===== src/rtl/aes_key_expand_128.sv =====
// AES-128 key expansion: derives round keys 0..10 two cycles per round through
// a shared external 32-bit S-box and serves any stored round key combinationally.
module aes_key_expand_128 (
  input  logic         clk,
  input  logic         reset_n,
  input  logic         init,
  input  logic [127:0] key,
  input  logic [3:0]   round,
  output logic [127:0] round_key,
  output logic         ready,
  output logic [31:0]  sboxw,
  input  logic [31:0]  new_sboxw
);

  typedef enum logic [1:0] {IDLE, ROT, SUB} state_e;

  state_e       state_q, state_d;
  logic [127:0] km_q [11];
  logic [127:0] km_d [11];
  logic [127:0] prev_q, prev_d;
  logic [7:0]   rcon_q, rcon_d;
  logic [3:0]   rc_q, rc_d;
  logic         ready_q, ready_d;

  logic [31:0]  t_word;
  logic [31:0]  n0, n1, n2, n3;
  logic [7:0]   rcon_next;

  // RotWord of the last key word; held constant across ROT and SUB so a
  // registered S-box has its result ready by SUB.
  assign sboxw = {prev_q[23:0], prev_q[31:24]};
  assign ready = ready_q;

  assign t_word    = new_sboxw ^ {rcon_q, 24'h0};
  assign n0        = prev_q[127:96] ^ t_word;
  assign n1        = prev_q[95:64]  ^ n0;
  assign n2        = prev_q[63:32]  ^ n1;
  assign n3        = prev_q[31:0]   ^ n2;
  assign rcon_next = {rcon_q[6:0], 1'b0} ^ (rcon_q[7] ? 8'h1b : 8'h00);

  always_comb begin
    round_key = '0;
    for (int i = 0; i < 11; i++) begin
      if (round == 4'(i)) round_key = km_q[i];
    end
  end

  always_comb begin
    state_d = state_q;
    prev_d  = prev_q;
    rcon_d  = rcon_q;
    rc_d    = rc_q;
    ready_d = ready_q;
    for (int i = 0; i < 11; i++) km_d[i] = km_q[i];

    unique case (state_q)
      IDLE: begin
        if (init) begin
          km_d[0] = key;
          prev_d  = key;
          rcon_d  = 8'h01;
          rc_d    = 4'd1;
          ready_d = 1'b0;
          state_d = ROT;
        end
      end
      ROT: state_d = SUB;
      SUB: begin
        for (int i = 1; i < 11; i++) begin
          if (rc_q == 4'(i)) km_d[i] = {n0, n1, n2, n3};
        end
        prev_d = {n0, n1, n2, n3};
        rcon_d = rcon_next;
        rc_d   = rc_q + 4'd1;
        if (rc_q == 4'd10) begin
          ready_d = 1'b1;
          state_d = IDLE;
        end else begin
          state_d = ROT;
        end
      end
      default: state_d = IDLE;
    endcase
  end

  always_ff @(posedge clk or negedge reset_n) begin
    if (!reset_n) begin
      state_q <= IDLE;
      prev_q  <= '0;
      rcon_q  <= 8'h01;
      rc_q    <= '0;
      ready_q <= 1'b0;
      for (int i = 0; i < 11; i++) km_q[i] <= '0;
    end else begin
      state_q <= state_d;
      prev_q  <= prev_d;
      rcon_q  <= rcon_d;
      rc_q    <= rc_d;
      ready_q <= ready_d;
      for (int i = 0; i < 11; i++) km_q[i] <= km_d[i];
    end
  end

endmodule


===== config.mk =====
export PLATFORM = sky130hd
export DESIGN_NAME = aes_key_expand_128
export DESIGN_NICKNAME = d
export VERILOG_FILES = /design/src/rtl/aes_key_expand_128.sv
export SDC_FILE = /design/constraint.sdc
export NUM_CORES = 2
export LEC_CHECK = 0
export ABC_AREA = 1
export ABC_CLOCK_PERIOD_IN_PS = 4900
export BUFFER_PORTS_ARGS = -buffer_cell sky130_fd_sc_hd__buf_2
export CAP_MARGIN = 20
export CORE_MARGIN = 2
export CORE_UTILIZATION = 25
export DETAILED_ROUTE_END_ITERATION = 10
export SLEW_MARGIN = 25
export SYNTH_ARGS = -nofsm -noshare
export SYNTH_HDL_FRONTEND = slang
export SYNTH_SLANG_ARGS = --single-unit

===== constraint.sdc =====
create_clock -name clk -period 4.9 [get_ports clk]
set_input_delay 0.49 -clock clk [delete_from_list [all_inputs] [get_ports clk]]
set_output_delay 0.49 -clock clk [all_outputs]
set_load 0.03 [all_outputs]

# ---- Word level (Yosys, flattened, before mapping)
# Index checks and enable logic that the tools add are counted.
# W data, S select, Z words.
dict set report totals {
  reg_bits 1551
  in_bits 167
  elab_cells 87
}
dict set report op_classes {
  add_sub_neg 1
  eq_ne 24
  muxes 24
  n_bitwise 6
  reduce_logical 16
}
# cell count
set ops {}
lappend ops {{$mux W128} 12}
lappend ops {{$pmux W128 S2} 1}
lappend ops {{$xor A32 B32 Y32} 5}
lappend ops {{$eq A4 B3 Y1 const B} 8}
lappend ops {{$eq A4 B4 Y1 const B} 6}
lappend ops {{$reduce_and A2 Y1} 12}
lappend ops {{$eq A4 B2 Y1 const B} 4}
lappend ops {{$pmux W8 S2} 1}
lappend ops {{$eq A4 B1 Y1 const B} 2}
lappend ops {{$mux W8} 1}
lappend ops {{$pmux W4 S2} 1}
lappend ops {{$xor A8 B5 Y8} 1}
lappend ops {{$pmux W2 S3} 1}
lappend ops {{$mux W5} 1}
lappend ops {{$add A4 B1 Y4 const B} 1}
lappend ops {{$logic_not A4 Y1} 1}
lappend ops {{$mux W4} 1}
lappend ops {{$ne A2 B2 Y1 const B} 2}
lappend ops {{$mux W1} 3}
lappend ops {{$reduce_and A3 Y1} 1}
lappend ops {{$eq A2 B1 Y1 const B} 1}
lappend ops {{$eq A2 B2 Y1 const B} 1}
lappend ops {{$logic_not A2 Y1} 1}
lappend ops {{$mux W2} 1}
lappend ops {{2 further kinds} 2}

# ---- Logic depth before layout (Yosys ltp)
dict set report depth {
  depth_word 12
  ltp_mapped 11
  mapped_depth_nobuf 10
}

# ---- Worst setup path before layout
# No wires, ideal clock.
dict set report synth_path {
  path_type {input to output}
  start {in round[3]}
  end {out round_key[105]}
  t_arrival_ns 1.799
  slack_ns 2.611
  stages 10
  path_cell_list {nor2_1 -> buf_4 -> buf_2 -> buf_1 -> nand3_1 -> nand4_1 -> nor2_1 -> nand4_1 -> nand2_1 -> nand3_1}
}
dict set report synth_via {
  elab_chain_cells 12
  elab_cells_between_ends 22
  cone_classes {10 x eq/ne; 11 x mux; 1 x reduce/logical}
}
# item line
set synth_rtl {}
lappend synth_rtl {{start, declared} 8} ;# input logic [3:0] round,
lappend synth_rtl {{$logic_not A4 Y1} 44} ;# if (round == 4'(i)) round_key = km_q[i];
lappend synth_rtl {{$mux W128 (10 in series)} 44}
lappend synth_rtl {{$mux W128 (*)} 44}
lappend synth_rtl {{end, declared} 9} ;# output logic [127:0] round_key,
# Every way passes the cells marked *; elsewhere a longest branch is shown, timed or not.

# ---- Final worst setup path
dict set report layout_path {
  start {in round[3]}
  end {out round_key[110]}
}
# The elaborated chain is that of the path after synthesis.

==> metrics.yaml <==
run_status:
  status: "finished clean"
sta:
  period_needed_ns: 3.55
  grt_setup_unrepaired: "false"
  setup_viol: 0
  relSlewSlack: 0.277
  hold_viol: 0
  worstMarginPinSlew_ns: 1.08
  finClkSkew_ns: 0.0676
  period_share: 0.725
  fin_setup_tns_ns: 0
  slew_viol_final: 0
  fmax_mhz: 282
global_route:
  grt_pass1_wl_mm: 393
  grtUsageTotal: 0.185
  grt_pass1_vias: 55000
  grt_overflow_total: 0
  antenna_found_initial: 28
  grt_max_degree: 169
drt:
  routedWlPerCell_um: 22.2
  drtAntennaViolNets: 0
  routed_via_density: 4.86
  via_count: 59200
  wl_mm: 270
  dr.pass1.iters: 8
  drc_errors: 0
  drt_iter0_drc: 6466
worst_setup_path:
  r2r-start: "prev_q[114]"
  cp-end-kind: "output port"
  rr_endpoint: "km_q[274]"
  crit_end: "round_key[110]"
  path_class: "input port to output port"
  worst-r2r-cell-count: 7
  crit_start: "round[3]"
  start_kind: "input port"
  cp.arrival_ns: 3.06
  crit_required_ns: 4.41
  critical_path.max_fanout: 16
  rrSetupSlack_ns: 1.58
floorplanning:
  initial_utilization: 0.251
  num_rows: 194
  io_pins: 328
  design.core.area_mm2: 0.279
  die_area_mm2: 0.285
  die_h_um: 534
  die_w_um: 534
min_path:
  hold_class: "input port to flop"
  worstHoldStart: "key[82]"
placed_design:
  detailed_place.area_mm2: 0.0747
  place_hpwl_mm: 179
  place.gp.congestion: 0.874
  dp.cells: 11800
  io_buffers: 327
clocking:
  insertion_delay_ns: 0.84
  cts_resized: 0
  clk_pin_slew_worst_paths_ns: 0.06
  cts-root-buf: "clkbuf_16"
  htree_levels: 4
  numCtsBuffers: 167
  cts.sinks: 1551
  hold_buffers: 41
  post-cts-setup-buffer-count: 0
  clock_path_buffers: 3
  tritoncts: "done"
yosys:
  syn_nets: 8464
  yosysMostFrequentCell: "nand2_1"
  yosysWarnings: 0
  syn_avg_cell_area_um2: 8.45
  ys_top_cells_by_count: "nand2_1, dfrtp_1, nand3_1"
  synth-seq-cells: 1551
  synth_flop_cell: "dfrtp_1"
  synth_edf_count: 0
  synth_seq_area_share: 0.554
  synth_cells: 8293
  synthTopCellsByArea: "dfrtp_1, nand2_1, nand3_1, o21ai_1, o21ai_0"
  synth.distinct_cells: 38
  syn-cell-area_mm2: 0.0701
  synth_top_area_cell: "dfrtp_1"
  async_flop_share: 1.00
  netlist.area_leader.share: 0.553
pwr:
  p_sw_frac: 0.420
  p_per_area_mw_per_mm2: 639
  pwr-share-seq: 0.404
  power_frac_comb: 0.344
  power_mw: 51.7
  p_int_mw: 30.0
  clockPowerShare: 0.252
  p_leak_nw: 38.6
  p_switching_mw: 21.7
  ir_drop_v: 0.000375
final_layout:
  drive_above_1_share: 0.110
  nets: 8472
  layout.cells.non_filler: 12200
  area_growth_pct: 15.3
  fillers: 29900
  final_area_mm2: 0.0808
run:
  drv_cap: 0
==> critical path, cell delays in order <==
cell and delay (ns):
buf_2 0.13, inv_1 0.06, nor2_1 0.20, inv_1 0.15, nor2_4 0.73, buf_4 0.48, nand2_1 0.09, nand4_1 0.37
buf_2 0.29
==> area by class of cell <==
type	count	area (um2)	share of cell area
inverter	352	1410	0.0174
multi-input combinational	5700	26300	0.326
tap	3724	4660	0.0577
timing repair buffer	529	3860	0.0477
clock buffer	257	5100	0.0631
clock inverter	49	609	0.00754
sequential	1551	38800	0.480
antenna	12	30.0	0.000372
==> through the flow <==
step	setup WS, ns	utilization	hold slack, ns
after floorplan	2.61	-	0.194
after global placement	1.29	0.267	0.456
after detailed placement	1.36	0.267	0.459
after CTS	1.34	0.289	0.00246
after global routing	1.20	0.289	0.00656
final	1.35	0.290	0.0214
==> routing by layer <==
layer  share of wire  global-route usage  up-vias
li1                -                   -    27200
met1            0.42               0.246    29200
met2            0.43               0.275     2268
met3           0.068              0.0275      509
met4           0.078               0.133        4
met5         0.00010                   0        -
==> how the worst min path moves through the flow <==
stage          cells after the start  slack (ns)          to
6_report                           3        0.02  km_q[1362]
5_1_grt                            3       0.007  km_q[1336]
4_1_cts                            3       0.002  km_q[1336]
3_5_place_dp                       2        0.46   km_q[408]
3_3_place_gp                       2        0.46   km_q[414]
2_1_floorplan                      0        0.19     km_q[0]
==> power by group through the flow <==
| stage | clock network (mW) | logic, mW | registers, mW |
|---|---|---|---|
| after floorplan | 0 | 11.6 | 20.1 |
| after global placement | 0 | 17.4 | 20.9 |
| after detailed placement | 0 | 17.6 | 21.0 |
| after CTS | 13.2 | 17.7 | 20.8 |
| after global routing | 13.7 | 19.5 | 21.4 |
| final | 13.0 | 17.8 | 20.9 |
==> kinds of logic after synthesis <==
logic type,Yosys count,synth area share
flip-flops,1551,0.554
AO/OA/AOI/OAI,1545,0.117
adder cells (fa/ha/maj),4,0.000714
XOR/XNOR,73,0.0110
buffers and inverters,1042,0.0721
AND/OR/NAND/NOR,4078,0.246
==> registers in the layout, indices dropped and copies added (netlist names) <==
register and cells:
km_q 1408, state_q 2, ready 1, prev_q 128, rc_q 4, rcon_q 8
==> placed cells by master, fill, tap and decap left out, types with 3 or more instances in the layout <==
cell type,instances
nand2_1,2746
dfrtp_1,1550
nand3_1,693
o21ai_1,690
o21ai_0,598
inv_1,329
buf_2,326
nor2_1,261
nand4_1,251
clkbuf_16,168
buf_4,114
a21oi_1,112
or2_2,87
o221ai_1,64
clkbuf_8,56
buf_12,48
xor2_1,47
dlygate4sd3_1,41
clkbuf_1,33
o21bai_1,32
clkinv_2,28
o211ai_1,24
xnor2_2,18
nor2_4,15
o22ai_1,14
diode_2,12
inv_8,9
nor2_8,8
or2_1,8
o21ai_2,8
inv_2,7
xnor2_1,7
clkinv_16,7
nand2_4,6
inv_6,6
bufinv_16,5
inv_4,4
ha_1,4
nand2_2,3
clkinvlp_4,3
No activity file was read; power rests on OpenSTA's default activity.
